$ cat config.mk
export PLATFORM = sky130hd
export DESIGN_NAME = hpi_bus_sequencer
export DESIGN_NICKNAME = d
export VERILOG_FILES = /design/src/rtl/hpi_pkg.sv /design/src/rtl/hpi_rr_arbiter.sv /design/src/rtl/hpi_bus_sequencer.sv
export SDC_FILE = /design/constraint.sdc
export NUM_CORES = 1
export LEC_CHECK = 0
export BUFFER_PORTS_ARGS = -buffer_cell sky130_fd_sc_hd__buf_4
export CORE_ASPECT_RATIO = 1.4
export CORE_UTILIZATION = 55
export CTS_CLUSTER_SIZE = 16
export DETAILED_ROUTE_END_ITERATION = 8
export PLACE_DENSITY = 0.83
export SYNTH_ARGS = -nofsm -noshare
export SYNTH_HDL_FRONTEND = slang
export SYNTH_SLANG_ARGS = --single-unit
$ cat constraint.sdc
create_clock -name Clk -period 4.9 [get_ports Clk]
set_input_delay 0.735 -clock Clk [delete_from_list [all_inputs] [get_ports Clk]]
set_output_delay 0.735 -clock Clk [all_outputs]
set_load 0.005 [all_outputs]
$ cat src/rtl/hpi_pkg.sv
// Shared state type, HPI register selects and sizing helpers for the
// CY7C67200 HPI bus sequencer.
package hpi_pkg;

    typedef enum logic [2:0] {
        ST_RST_HOLD = 3'd0,
        ST_IDLE     = 3'd1,
        ST_SETUP    = 3'd2,
        ST_STROBE   = 3'd3,
        ST_HOLD     = 3'd4,
        ST_RECOVER  = 3'd5
    } hpi_state_t;

    localparam logic [1:0] HPI_DATA    = 2'd0;
    localparam logic [1:0] HPI_MAILBOX = 2'd1;
    localparam logic [1:0] HPI_ADDRESS = 2'd2;
    localparam logic [1:0] HPI_STATUS  = 2'd3;

    function automatic int max_cycles(input int a, input int b, input int c,
                                      input int d, input int e);
        int m;
        m = a;
        if (b > m) m = b;
        if (c > m) m = c;
        if (d > m) m = d;
        if (e > m) m = e;
        return m;
    endfunction

    // A one-bit counter is still needed when every phase lasts a single cycle.
    function automatic int cnt_width(input int n);
        return (n > 1) ? $clog2(n) : 1;
    endfunction

endpackage

$ cat src/rtl/hpi_rr_arbiter.sv
// Two-way round-robin arbiter; the remembered winner only moves when the
// sequencer actually accepts a grant.
module hpi_rr_arbiter (
    input  logic clk,
    input  logic rst,
    input  logic req0,
    input  logic req1,
    input  logic grant_en,
    output logic grant_valid,
    output logic grant_idx
);

    logic last_grant;

    // On a tie the master that did not win last time goes next.
    always_comb begin
        grant_valid = req0 | req1;
        if (req0 && req1) begin
            grant_idx = ~last_grant;
        end else begin
            grant_idx = req1;
        end
    end

    always_ff @(posedge clk or posedge rst) begin
        if (rst) begin
            last_grant <= 1'b1;
        end else if (grant_en && grant_valid) begin
            last_grant <= grant_idx;
        end
    end

endmodule

$ cat src/rtl/hpi_bus_sequencer.sv
// Owns the CY7C67200 HPI pins: arbitrates two requesters, sequences the
// CS/RD/WR strobes and pulses the chip reset.
module hpi_bus_sequencer
    import hpi_pkg::*;
#(
    parameter int SETUP_CYC   = 1,
    parameter int STROBE_CYC  = 4,
    parameter int HOLD_CYC    = 1,
    parameter int RECOVER_CYC = 2,
    parameter int RST_CYC     = 16
) (
    input  logic        Clk,
    input  logic        Reset,
    input  logic        sw_rst,
    input  logic        m0_req,
    input  logic        m0_we,
    input  logic [1:0]  m0_addr,
    input  logic [15:0] m0_wdata,
    output logic        m0_ack,
    output logic [15:0] m0_rdata,
    input  logic        m1_req,
    input  logic        m1_we,
    input  logic [1:0]  m1_addr,
    input  logic [15:0] m1_wdata,
    output logic        m1_ack,
    output logic [15:0] m1_rdata,
    output logic [1:0]  hpi_addr,
    output logic [15:0] hpi_data_out,
    output logic        hpi_data_oe,
    input  logic [15:0] hpi_data_in,
    output logic        hpi_cs_n,
    output logic        hpi_rd_n,
    output logic        hpi_wr_n,
    output logic        hpi_rst_n,
    output logic        busy
);

    localparam int MAX_CYC = max_cycles(SETUP_CYC, STROBE_CYC, HOLD_CYC,
                                        RECOVER_CYC, RST_CYC);
    localparam int CNT_W   = cnt_width(MAX_CYC);

    typedef logic [CNT_W-1:0] cnt_t;

    localparam cnt_t SETUP_LAST   = cnt_t'(SETUP_CYC - 1);
    localparam cnt_t STROBE_LAST  = cnt_t'(STROBE_CYC - 1);
    localparam cnt_t HOLD_LAST    = cnt_t'(HOLD_CYC - 1);
    localparam cnt_t RECOVER_LAST = cnt_t'(RECOVER_CYC - 1);
    localparam cnt_t RST_LAST     = cnt_t'(RST_CYC - 1);

    hpi_state_t  state, nxt_state;
    cnt_t        cnt, nxt_cnt;
    logic        sw_pending, nxt_pending;
    logic        acc_idx, nxt_idx;
    logic        acc_we, nxt_we;
    logic [1:0]  acc_addr, nxt_addr;
    logic [15:0] acc_wdata, nxt_wdata;
    logic [15:0] cap_data, nxt_cap;

    logic        grant_en, grant_valid, grant_idx;

    logic        in_access, nxt_ack;
    logic        nxt_cs_n, nxt_rd_n, nxt_wr_n, nxt_oe;
    logic [15:0] nxt_data_out;
    logic        nxt_ack0, nxt_ack1;
    logic [15:0] nxt_rdata0, nxt_rdata1;

    hpi_rr_arbiter u_arb (
        .clk         (Clk),
        .rst         (Reset),
        .req0        (m0_req),
        .req1        (m1_req),
        .grant_en    (grant_en),
        .grant_valid (grant_valid),
        .grant_idx   (grant_idx)
    );

    // Phase sequencing: each timed state counts up from zero and leaves on
    // its last cycle, so the counter is reloaded on every state change.
    always_comb begin
        nxt_state   = state;
        nxt_cnt     = cnt;
        nxt_pending = sw_pending | sw_rst;
        nxt_idx     = acc_idx;
        nxt_we      = acc_we;
        nxt_addr    = acc_addr;
        nxt_wdata   = acc_wdata;
        nxt_cap     = cap_data;
        grant_en    = 1'b0;

        case (state)
            ST_RST_HOLD: begin
                if (sw_rst) begin
                    nxt_cnt = '0;
                end else if (cnt == RST_LAST) begin
                    nxt_state = ST_IDLE;
                end else begin
                    nxt_cnt = cnt + 1'b1;
                end
            end
            ST_IDLE: begin
                grant_en = 1'b1;
                if (grant_valid) begin
                    nxt_state = ST_SETUP;
                    nxt_idx   = grant_idx;
                    nxt_we    = grant_idx ? m1_we    : m0_we;
                    nxt_addr  = grant_idx ? m1_addr  : m0_addr;
                    nxt_wdata = grant_idx ? m1_wdata : m0_wdata;
                end else if (nxt_pending) begin
                    nxt_state = ST_RST_HOLD;
                end
            end
            ST_SETUP: begin
                if (cnt == SETUP_LAST) nxt_state = ST_STROBE;
                else                   nxt_cnt   = cnt + 1'b1;
            end
            ST_STROBE: begin
                if (cnt == STROBE_LAST) begin
                    nxt_cap   = hpi_data_in;
                    nxt_state = ST_HOLD;
                end else begin
                    nxt_cnt = cnt + 1'b1;
                end
            end
            ST_HOLD: begin
                if (cnt == HOLD_LAST) nxt_state = ST_RECOVER;
                else                  nxt_cnt   = cnt + 1'b1;
            end
            ST_RECOVER: begin
                // A chip reset requested during the access beats any waiting request.
                if (cnt == RECOVER_LAST) nxt_state = nxt_pending ? ST_RST_HOLD : ST_IDLE;
                else                     nxt_cnt   = cnt + 1'b1;
            end
            default: begin
                nxt_state = ST_RST_HOLD;
            end
        endcase

        if (nxt_state != state) nxt_cnt = '0;
        if (nxt_state == ST_RST_HOLD) nxt_pending = 1'b0;
    end

    // Pin values are derived from the upcoming state so every output is a flop.
    always_comb begin
        in_access    = (nxt_state == ST_SETUP) || (nxt_state == ST_STROBE) ||
                       (nxt_state == ST_HOLD);
        nxt_cs_n     = ~in_access;
        nxt_rd_n     = ~((nxt_state == ST_STROBE) && !nxt_we);
        nxt_wr_n     = ~((nxt_state == ST_STROBE) && nxt_we);
        nxt_oe       = in_access && nxt_we;
        nxt_data_out = nxt_oe ? nxt_wdata : 16'h0000;
        nxt_ack      = (nxt_state == ST_HOLD) && (nxt_cnt == HOLD_LAST);
        nxt_ack0     = nxt_ack && !nxt_idx;
        nxt_ack1     = nxt_ack && nxt_idx;
        nxt_rdata0   = (nxt_ack0 && !nxt_we) ? nxt_cap : m0_rdata;
        nxt_rdata1   = (nxt_ack1 && !nxt_we) ? nxt_cap : m1_rdata;
    end

    always_ff @(posedge Clk or posedge Reset) begin
        if (Reset) begin
            state        <= ST_RST_HOLD;
            cnt          <= '0;
            sw_pending   <= 1'b0;
            acc_idx      <= 1'b0;
            acc_we       <= 1'b0;
            acc_addr     <= HPI_DATA;
            acc_wdata    <= 16'h0000;
            cap_data     <= 16'h0000;
            hpi_cs_n     <= 1'b1;
            hpi_rd_n     <= 1'b1;
            hpi_wr_n     <= 1'b1;
            hpi_rst_n    <= 1'b0;
            hpi_data_oe  <= 1'b0;
            hpi_addr     <= HPI_DATA;
            hpi_data_out <= 16'h0000;
            m0_ack       <= 1'b0;
            m1_ack       <= 1'b0;
            m0_rdata     <= 16'h0000;
            m1_rdata     <= 16'h0000;
            busy         <= 1'b1;
        end else begin
            state        <= nxt_state;
            cnt          <= nxt_cnt;
            sw_pending   <= nxt_pending;
            acc_idx      <= nxt_idx;
            acc_we       <= nxt_we;
            acc_addr     <= nxt_addr;
            acc_wdata    <= nxt_wdata;
            cap_data     <= nxt_cap;
            hpi_cs_n     <= nxt_cs_n;
            hpi_rd_n     <= nxt_rd_n;
            hpi_wr_n     <= nxt_wr_n;
            hpi_rst_n    <= (nxt_state != ST_RST_HOLD);
            hpi_data_oe  <= nxt_oe;
            hpi_addr     <= nxt_addr;
            hpi_data_out <= nxt_data_out;
            m0_ack       <= nxt_ack0;
            m1_ack       <= nxt_ack1;
            m0_rdata     <= nxt_rdata0;
            m1_rdata     <= nxt_rdata1;
            busy         <= (nxt_state != ST_IDLE);
        end
    end

endmodule

# Yosys cells after proc, flatten, opt, wreduce, memory -nomap -nowiden
# Cells that the tools add are included.
dict set report classes {
  n_reduce_logical 21
  bitwise_logic 6
  n_eq_ne 13
  muxes 32
  addsub 1
}
# operator count
set ops {}
lappend ops {{$mux 16} 6}
lappend ops {{$mux 3} 8}
lappend ops {{$mux 4} 6}
lappend ops {{$pmux 3 s6} 1}
lappend ops {{$pmux 4 s4} 1}
lappend ops {{$eq 3x2->1 const B} 4}
lappend ops {{$logic_and 1x1->1} 10}
lappend ops {{$eq 3x3->1 const B} 3}
lappend ops {{$mux 1} 9}
lappend ops {{$logic_not 4->1} 2}
lappend ops {{$logic_not 3->1} 2}
lappend ops {{$add 4x1->4 const B} 1}
lappend ops {{$eq 4x1->1 const B} 1}
lappend ops {{$eq 4x2->1 const B} 1}
lappend ops {{$eq 4x4->1 const B} 1}
lappend ops {{$not 1->1} 4}
lappend ops {{$eq 3x1->1 const B} 1}
lappend ops {{$ne 3x1->1 const B} 1}
lappend ops {{$ne 3x3->1} 1}
lappend ops {{$reduce_bool 3->1} 1}
lappend ops {{$logic_not 1->1} 2}
lappend ops {{$logic_or 1x1->1} 2}
lappend ops {{$mux 2} 1}
lappend ops {{$or 1x1->1} 2}
lappend ops {{other kinds (2)} 2}
dict set report word_totals {
  in_bits 59
  ff_bits 101
  word_cells 93
}

# Logic depth before layout (Yosys ltp)
# Gate-level depths: netlist (run 1).
dict set report logic_depth {
  depth_word 10
  depth_mapped 10
  ltp_nobuf 9
}

# Hierarchy
# From an unflattened synthesis (run 1), not the netlist that was laid out.
dict set report unflattened {
  hier_cells 354
  area_unflattened_um2 4464.3
}
# mod area_each_um2 cells_each seq_area_each_um2 n_inst
set by_module_without_submodules {}
lappend by_module_without_submodules {hpi_bus_sequencer 4409.2 348 2507.4 1}
lappend by_module_without_submodules {hpi_rr_arbiter 55.1 6 26.3 1}

# Worst setup path after synthesis (run 1)
# OpenSTA, ideal clock, no wires.
dict set report synth_path {
  path_kind {register -> register}
  from {reg cnt[0]}
  to {reg m0_rdata[1]}
  n_path_buf 1
  slack_ns 1.993
  required_ns 4.775
  arrival_time_ns 2.782
  path_stages_with_launch 11
  path_cell_list {dfrtp_1 -> inv_1 -> ha_1 -> or3b_2 -> a22oi_2 -> nand3_1 -> o211a_1 -> o31a_1 -> nor3_4 -> buf_12 -> mux2_4}
}
dict set report synth_between {
  elab_chain_len 10
  elab_cells_between_ends 27
  cone_classes {add/sub: 1; eq/ne: 5; mux: 16; reduce/logical: 5}
}
# item line
set synth_lines {}
lappend synth_lines {{start, declared} hpi_bus_sequencer.sv:51} ;# cnt_t cnt, nxt_cnt;
lappend synth_lines {{start signal, assigned} hpi_bus_sequencer.sv:182} ;# cnt <= nxt_cnt;
lappend synth_lines {{$eq 4x4->1} hpi_bus_sequencer.sv:94} ;# end else if (cnt == RST_LAST) begin
lappend synth_lines {{$mux 3} hpi_bus_sequencer.sv:94}
lappend synth_lines {{$mux 3} hpi_bus_sequencer.sv:92} ;# if (sw_rst) begin
lappend synth_lines {{$pmux 3 s6} hpi_bus_sequencer.sv:90} ;# case (state)
lappend synth_lines {{$ne 3x3->1} hpi_bus_sequencer.sv:138} ;# if (nxt_state != state) nxt_cnt = '0;
lappend synth_lines {{$mux 4} hpi_bus_sequencer.sv:138}
lappend synth_lines {{$logic_not 4->1} hpi_bus_sequencer.sv:151} ;# nxt_ack = (nxt_state == ST_HOLD) && (nxt_cnt == HOLD_LAST);
lappend synth_lines {{$logic_and 1x1->1} hpi_bus_sequencer.sv:151}
lappend synth_lines {{$logic_and 1x1->1} hpi_bus_sequencer.sv:152} ;# nxt_ack0 = nxt_ack && !nxt_idx;
lappend synth_lines {{$logic_and 1x1->1} hpi_bus_sequencer.sv:154} ;# nxt_rdata0 = (nxt_ack0 && !nxt_we) ? nxt_cap : m0_rdata;
lappend synth_lines {{end signal, assigned} hpi_bus_sequencer.sv:198} ;# m0_rdata <= nxt_rdata0;
lappend synth_lines {{end, declared} hpi_bus_sequencer.sv:20} ;# output logic [15:0] m0_rdata,
# Several ways; a longest one is shown, not always the timed one.
# A chain may end at the register's enable or synchronous reset.

# Worst setup path in the final report (run 1)
dict set report layout_path {
  from {reg cnt[0]}
  to {reg m1_rdata[15]}
}
dict set report layout_between {
  elab_chain_len 10
  elab_cells_between_ends 27
  cone_classes {add/sub: 1; eq/ne: 5; mux: 16; reduce/logical: 5}
}
# item line
set layout_lines {}
lappend layout_lines {{$eq 4x4->1} hpi_bus_sequencer.sv:94}
lappend layout_lines {{$mux 3} hpi_bus_sequencer.sv:94}
lappend layout_lines {{$mux 3} hpi_bus_sequencer.sv:92}
lappend layout_lines {{$pmux 3 s6} hpi_bus_sequencer.sv:90}
lappend layout_lines {{$ne 3x3->1} hpi_bus_sequencer.sv:138}
lappend layout_lines {{$mux 4} hpi_bus_sequencer.sv:138}
lappend layout_lines {{$logic_not 4->1} hpi_bus_sequencer.sv:151}
lappend layout_lines {{$logic_and 1x1->1} hpi_bus_sequencer.sv:151}
lappend layout_lines {{$logic_and 1x1->1} hpi_bus_sequencer.sv:153} ;# nxt_ack1 = nxt_ack && nxt_idx;
lappend layout_lines {{$logic_and 1x1->1} hpi_bus_sequencer.sv:155} ;# nxt_rdata1 = (nxt_ack1 && !nxt_we) ? nxt_cap : m1_rdata;
lappend layout_lines {{end signal, assigned} hpi_bus_sequencer.sv:199} ;# m1_rdata <= nxt_rdata1;
lappend layout_lines {{end, declared} hpi_bus_sequencer.sv:26} ;# output logic [15:0] m1_rdata,
# Several ways; a longest one is shown, not always the timed one.

==> run metrics, run 1 <==
result of the run=finished clean; sort of element at the end of the critical path=flop; Detailed Routing Iterations Pass 1=4; buffers and inverters on the worst path=1; Critical Path RT=5.14 ns; endpoint of the worst-slack reg-to-reg timing path=m1_rdata[15]; ordered list of cells on the worst path=inv_1, ha_1, or3b_2, a22oi_2, nand3_1, o211a_1, o31a_1, nor3_4, mux2_2; pin count of the biggest net entering global routing=60; maximum frequency from static timing analysis=0.280 GHz; beginning of the worst register-to-register path=cnt[0]; drt first-iter violations=130; Setup Buffers After CTS=0; sequential cell area fraction in the yosys report=0.582; Die Area=between 8000 and 9000 um^2; count of cells resized by post-cts repair=0; worst-skew pair later-pin latency=between 0.3 and 0.4 ns; deepest clock path buffer count=2; Synth area leader=dfrtp_1; slowest cell on the critical path=nor3_4; largest stage delay on the critical path=0.85 ns; drt drc=0; worst rel slew slack=0.163; Crit Path Category=reg2reg; via count of the first global-routing pass=3,068; effective utilization at floorplan=0.565; Core Area=7700 um^2; average wire per cell in the routed design=16.8 um; CTS tree=yes; Congestion Overflow GR=0; syn nets=400; average size of a mapped cell=approximately 13 um^2; Static Leakage=2.65 nW; Worst setup endpoint=m1_rdata[15]; gpl congestion=0.886; Fin. Hold Viols=0; synthesized instance count=~340; number of buffers inserted for hold repair after clock tree synthesis=0; Layout Nets=516; count of port buffers added during placement=116; PD cells=494 nW/um^2; clock-pin slew on the worst setup and hold paths=0.09 ns; total clock buffers created by CTS=9; number of synthesized register bits=101; CP Max Fanout=16; number of placed I/O pins=117; ys async rst share=1.00; fraction of final layout cells with drive strength greater than 1=0.421; Layout Skew=0.00854 ns; clock sink count=101; antenna violations before repair=0; wire length reported by the detailed router=9370 um; wire length of the first global-routing pass=14,900 um; final worst slack=1.33 ns; number of fill cells=555; max-slew violation total from the final report=0; Worst-Margin Slew=1.25 ns; Post-Route Setup TNS=0 ns; synthesized area=4350 um^2; worst setup path startpoint=cnt[0]; CP Data Arrival Time=approximately 3.8 ns; share of the synthesized area in the top cell type=0.552; unrepaired setup endpoints after global routing=no; final design instance area without fill=about 5500 um^2; Worst VDD drop=approximately 0.34 mV; total routing resource utilization after global routing=0.237; Syn-to-layout area delta=25.9%; width of the die=77.2 um; setup-violating endpoint count in the final report=0; number of violations of the max-capacitance limit=0; detail-routed via count per cell=5.46; fin crit share=0.728; height of the die=107 um; dominant delay contributor by cell family on the critical path=simple AND/OR/NAND/NOR gates; Worst setup SP type=flop; class of the tightest hold or removal check=in2async; most area-consuming cells after synthesis=dfrtp_1, mux2_2, mux2_4; number of unique standard cell types used by synthesis=51; Antenna Diode Count=0; CTS Root Buffer Type=clkbuf_8; Ys Warns=0; number of rows created at floorplan=38; CTS HTree Levels=3; instance area at placement=~5300 um^2; path length in cells of the critical path=9; number of routed nets with antenna violations=0; setup slack on the worst flop-to-flop path=1.33 ns; Register-to-Register Path Depth=9; top flip-flop cell by instance count after synthesis=dfrtp_1; DPL Wire Length=between 6000 and 7000 um; number of synthesized flops with an enable pin=0; min Tclk post-route=3.57 ns; worst slack after detailed placement=1.39 ns; via count of the routed design=roughly 3,000
cell usage in the layout, fill, tap and decap left out, drive strengths merged, types with 2 or more instances in the layout:
cell    instances
inv             9
clkbuf         12
nor3b           3
a31oi           2
a22oi           2
nand2          29
nor2            9
dfrtp          96
o21ai          25
nor4            2
o32a            4
nand2b          5
or3b            2
mux2           46
and2            4
buf           120
mux2i          21
a211oi          2
nor2b          19
nor3            5
a21oi           5
dfstp           5
nand3           6
ha              3
o21a            2
kinds of logic after synthesis:
family	share of synthesized area
fa+ha+maj	0.00863
flops	0.582
compound gates	0.0771
xor+xnor	0.00201
buf+inv	0.0311
simple gates	0.116
mux	0.183
report_power, final:
group / leakage, nW / internal [mW] / switching (mW)
clock network: 0.0927 / 0.249 / 0.264
registers: 1.27 / 1.11 / 0.127
logic: 1.29 / 0.481 / 0.472
total: 2.65 / 1.84 / 0.863
state kept, by name (all words and copies together), names as in the netlist, 2 cells and up:
signal and cells:
acc_wdata 16, cap_data 16, hpi_data_out 16, m1_rdata 16, state 3, cnt 4
m0_rdata 16, acc_addr 2
routing by layer:
metal | global-route usage | part of all wire
met1 | 0.271 | 0.38
met2 | 0.424 | 0.54
met3 | 0.0613 | 0.056
met4 | 0.0822 | 0.021
met5 | 0 | 0
worst register-to-register path, stage by stage (launching register included):
cell and delay [ns]:
dfrtp_1 0.46, inv_1 0.09, ha_1 0.19, or3b_2 0.49, a22oi_2 0.18, nand3_1 0.14
o211a_1 0.24, o31a_1 0.38, nor3_4 0.85, mux2_2 0.42
cell type report:
| type | count | area (um^2) | area share |
|---|---|---|---|
| well taps | 100 | 125 | 0.0228 |
| clock inverters | 3 | 46.3 | 0.00845 |
| repair buffers | 120 | 901 | 0.164 |
| flip-flops and latches | 101 | 2530 | 0.463 |
| multi-input cells | 213 | 1690 | 0.308 |
| inverters | 9 | 36.3 | 0.00663 |
| clock buffers | 12 | 145 | 0.0265 |
through the flow:
stage,utilization,instances,power (mW),hold slack [ns]
after floorplan,-,338,1.83,0.446
after global placement,0.686,543,2.17,0.461
after detailed placement,0.686,543,2.21,0.470
after CTS,0.711,558,2.73,0.490
after global routing,0.711,558,2.87,0.523
final,0.711,558,2.70,0.483
Yosys cell counts, drive strengths merged, types with 2 or more instances:
| library cell | number |
|---|---|
| a211oi | 2 |
| a21oi | 5 |
| a22oi | 2 |
| a31oi | 2 |
| and2 | 4 |
| buf | 8 |
| clkbuf | 7 |
| dfrtp | 96 |
| dfstp | 5 |
| ha | 3 |
| inv | 9 |
| mux2 | 46 |
| mux2i | 21 |
| nand2 | 29 |
| nand2b | 5 |
| nand3 | 6 |
| nor2 | 9 |
| nor2b | 19 |
| nor3 | 5 |
| nor3b | 3 |
| nor4 | 2 |
| o21a | 2 |
| o21ai | 25 |
| o32a | 4 |
| or3b | 2 |
worst min-delay path by stage:
| stage | start | cells after the start | endpoint |
|---|---|---|---|
| 2_1_floorplan | acc_wdata[0] | 2 | acc_wdata[0] |
| 3_3_place_gp | acc_wdata[8] | 2 | acc_wdata[8] |
| 3_5_place_dp | acc_wdata[10] | 2 | acc_wdata[10] |
| 5_1_grt | m1_rdata[10] | 1 | m1_rdata[10] |
| 4_1_cts | acc_wdata[10] | 2 | acc_wdata[10] |
| 6_report | Reset | 2 | hpi_data_oe |
Note: power is estimated with default switching activity, not from simulation.
==> inputs of run 2 (changes only) <==
--- a/config.mk
+++ b/config.mk
@@ -5,12 +5,13 @@
 export SDC_FILE = /design/constraint.sdc
 export NUM_CORES = 1
 export LEC_CHECK = 0
+export ABC_AREA = 1
 export BUFFER_PORTS_ARGS = -buffer_cell sky130_fd_sc_hd__buf_4
 export CORE_ASPECT_RATIO = 1.4
-export CORE_UTILIZATION = 55
+export CORE_UTILIZATION = 48
 export CTS_CLUSTER_SIZE = 16
 export DETAILED_ROUTE_END_ITERATION = 8
-export PLACE_DENSITY = 0.83
+export PLACE_DENSITY = 0.76
 export SYNTH_ARGS = -nofsm -noshare
 export SYNTH_HDL_FRONTEND = slang
 export SYNTH_SLANG_ARGS = --single-unit
==> constraint.sdc (replaced) <==
create_clock -name Clk -period 2.9 [get_ports Clk]
set_input_delay 0.435 -clock Clk [delete_from_list [all_inputs] [get_ports Clk]]
set_output_delay 0.435 -clock Clk [all_outputs]
set_load 0.005 [all_outputs]
==> run metrics, run 2 <==
slowest cell on the critical path=dfrtp_1 (was nor3_4); worst setup path startpoint=cnt[0] (unchanged); Critical Path RT=3.17 ns (was 5.14 ns); clock-pin slew on the worst setup and hold paths=0.07 ns (was 0.09 ns); sort of element at the end of the critical path=flop (unchanged); CTS tree=yes (unchanged); gpl congestion=0.918 (was 0.886); Setup Buffers After CTS=0 (unchanged); largest stage delay on the critical path=0.47 ns (was 0.85 ns); post-synthesis share of cell area spent on and, or, nand and nor gates=0.339 (was 0.116); Worst setup SP type=flop (unchanged); share of the synthesized area in the top cell type=0.508 (was 0.552); clock sink count=101 (unchanged); Post-Route Setup TNS=0 ns (unchanged); number of buffers inserted for hold repair after clock tree synthesis=0 (unchanged); setup-violating endpoint count in the final report=0 (unchanged); PD cells=898 nW/um^2 (was 494 nW/um^2); Antenna Diode Count=0 (unchanged); clock share of power=0.240 (was 0.190); ys async rst share=1.00 (unchanged); Internal Pwr Total=3.33 mW (was 1.84 mW); Core Area=9510 um^2 (was 7700 um^2); Congestion Overflow GR=0 (unchanged); number of violations of the max-capacitance limit=0 (unchanged); detail-routed via count per cell=5.14 (was 5.46); cell mode on critical path=nand2_1; fraction of final layout cells with drive strength greater than 1=0.297 (was 0.421); drt drc=0 (unchanged); count of cells resized by post-cts repair=0 (unchanged); Crit Path Category=reg2reg (unchanged); count of port buffers added during placement=116 (unchanged); setup slack on the worst flop-to-flop path=0.35 ns (was 1.33 ns); hold_ws=0.236 ns (was 0.483 ns); Worst setup endpoint=m0_rdata[14] (was m1_rdata[15]); syn nets=610 (was 400); pin count of the biggest net entering global routing=102 (was 60); worst-skew pair later-pin latency=0.34 ns (was 0.36 ns); CTS HTree Levels=3 (unchanged); sequential group share of total power=0.369 (was 0.458); ordered list of cells on the worst path=inv_1, ha_1, nand2_2, inv_2, nand2_1, nand3_1, nand2_1, nand3b_1, o21ai_4, nand2_2, nor2_4, buf_4, nand4_1, nand2_1 (was inv_1, ha_1, or3b_2, a22oi_2, nand3_1, o211a_1, o31a_1, nor3_4, mux2_2); Worst-Margin Slew=0.543 ns (was 1.25 ns); number of synthesized register bits=101 (unchanged); beginning of the worst register-to-register path=cnt[0] (unchanged); total clock buffers created by CTS=9 (unchanged); CTS Root Buffer Type=clkbuf_16 (was clkbuf_8); Fin. Hold Viols=0 (unchanged); antenna violations before repair=0 (unchanged); effective utilization at floorplan=0.497 (was 0.565); number of unique standard cell types used by synthesis=34 (was 51); width of the die=85.9 um (was 77.2 um); synthesized instance count=548 (was 338); CP Data Arrival Time=2.82 ns (was 3.81 ns); Layout Nets=723 (was 516); Static Leakage=3.23 nW (was 2.65 nW); buffers and inverters on the worst path=3 (was 1); most frequent cells in the layout=nand2_1, buf_4, dfrtp_1 (was buf_4, dfrtp_1, nand2_1); sequential cell area fraction in the yosys report=0.536 (was 0.582); net switching component of the power=2.10 mW (was 863 uW); number of synthesized flops with an enable pin=0 (unchanged); wire length reported by the detailed router=12,100 um (was 9370 um); dominant delay contributor by cell family on the critical path=simple AND/OR/NAND/NOR gates (unchanged); Register-to-Register Path Depth=14 (was 9); class of the tightest hold or removal check=in2async (unchanged); XOR/XNOR Fraction of Synth Area=0.00556 (was 0.00201); drt first-iter violations=246 (was 130); Die Area=10,300 um^2 (was 8270 um^2); most area-consuming cells after synthesis=dfrtp_1, nand2_1, nor2_1 (was dfrtp_1, mux2_2, mux2_4); max-slew violation total from the final report=0 (unchanged); height of the die=119 um (was 107 um); synthesized area=4730 um^2 (was 4350 um^2); number of placed I/O pins=117 (unchanged); total routing resource utilization after global routing=0.250 (was 0.237); Net Sw Frac=0.387 (was 0.319); via count of the first global-routing pass=4,252 (was 3,068); Layout Skew=0.0109 ns (was 0.00854 ns); via count of the routed design=4,098 (was 3,044); main combinational cell family by area after synthesis=simple AND/OR/NAND/NOR gates (was multiplexers); Syn-to-layout area delta=27.9% (was 25.9%); DPL Wire Length=8330 um (was 6830 um); deepest clock path buffer count=2 (unchanged); Detailed Routing Iterations Pass 1=4 (unchanged); wire length of the first global-routing pass=19,900 um (was 14,900 um); endpoint of the worst-slack reg-to-reg timing path=m0_rdata[14] (was m1_rdata[15]); result of the run=finished clean (unchanged); average wire per cell in the routed design=15.1 um (was 16.8 um); Post-Synth Adder-Cell Area=0.00794 (was 0.00863); relative contribution of combinational cells to total power=0.391 (was 0.352); CP Max Fanout=32 (was 16); synth cell count leaders=nand2_1, dfrtp_1, nor2_1, inv_1, nand4_1 (was dfrtp_1, nand2_1, mux2_2, o21ai_0, mux2i_1); mux share of post-synthesis cell area=0 (was 0.183); commonest non-fill, non-tap cell in the layout=nand2_1 (was buf_4); library cell with the highest instance count after synthesis=nand2_1 (was dfrtp_1); top flip-flop cell by instance count after synthesis=dfrtp_1 (unchanged); Synth area leader=dfrtp_1 (unchanged); min Tclk post-route=2.55 ns (was 3.57 ns); number of routed nets with antenna violations=0 (unchanged); maximum frequency from static timing analysis=0.392 GHz (was 0.280 GHz); Ys Warns=0 (unchanged); post-synthesis compound-gate area fraction=0.0463 (was 0.0771); average size of a mapped cell=8.63 um^2 (was 12.9 um^2); worst rel slew slack=0.638 (was 0.163); fin crit share=0.879 (was 0.728); unrepaired setup endpoints after global routing=no (unchanged); number of rows created at floorplan=42 (was 38); path length in cells of the critical path=14 (was 9); Worst VDD drop=0.449 mV (was 0.340 mV)
run 2: cell types whose count changed after synthesis, sizes merged, moves of 19 or more:
cell,delta
mux2,-46
mux2i,-21
nand4,+35
nand2,+177
nor2b,-19
inv,+37
nor2,+58
run 2: worst min-delay path by stage:
stage,start,to,slack [ns],cells past startpoint
2_1_floorplan,u_arb.last_grant,u_arb.last_grant,0.44,2
3_3_place_gp,m1_rdata[0],m1_rdata[0],0.47,2
3_5_place_dp,m0_rdata[11],m0_rdata[11],0.47,2
4_1_cts,Reset,m0_rdata[11],0.27,3
5_1_grt,Reset,m0_rdata[8],0.29,3
6_report,Reset,m0_rdata[11],0.24,3
run 2: routing by layer:
metal  part of all wire  wire [um]  GRT usage
met1               0.40       4790      0.288
met2               0.53       6460      0.444
met3              0.033        393     0.0270
met4              0.037        444      0.141
met5                  0          0          0
run 2: power groups by stage:
stage               sequential, mW  clock (mW)  combinational (mW)
finish                        2.01        1.30                2.12
global route                  2.04        1.37                2.35
CTS                           2.00        1.32                2.12
detailed placement            2.02           0                2.09
global placement              2.01           0                2.05
floorplan                     1.98           0                1.45
run 2: final cells by class:
cell class | count | area, um^2
multi-input combinational | 377 | 1890
fill | 807 | 3460
clock buffer | 11 | 243
inverter | 47 | 180
sequential | 101 | 2530
timing repair buffer | 125 | 951
clock inverter | 5 | 82.6
tap | 132 | 165
run 2: stage by stage:
stage | setup slack (ns) | utilization | std cells | area (um^2) | power [mW]
after CTS | 0.372 | 0.636 | 798 | 6050 | 5.44
after global routing | 0.131 | 0.636 | 798 | 6050 | 5.76
after floorplan | 0.766 | - | 548 | 4730 | 3.43
after global placement | 0.428 | 0.602 | 782 | 5720 | 4.06
final | 0.352 | 0.636 | 798 | 6050 | 5.43
after detailed placement | 0.405 | 0.602 | 782 | 5720 | 4.11
run 2: worst reg2reg max path, cell delays in order (launching register included):
cell and delay [ns]:
dfrtp_1 0.47, inv_1 0.20, ha_1 0.20, nand2_2 0.09, inv_2 0.12, nand2_1 0.07, nand3_1 0.07, nand2_1 0.05
nand3b_1 0.22, o21ai_4 0.25, nand2_2 0.12, nor2_4 0.08, buf_4 0.30, nand4_1 0.17, nand2_1 0.09
run 2: cell families after synthesis:
family,count (synthesis)
AO/OA/AOI/OAI,34
XOR/XNOR,3
adder cells (fa/ha/maj),3
buffers and inverters,70
flip-flops,101
AND/OR/NAND/NOR,337
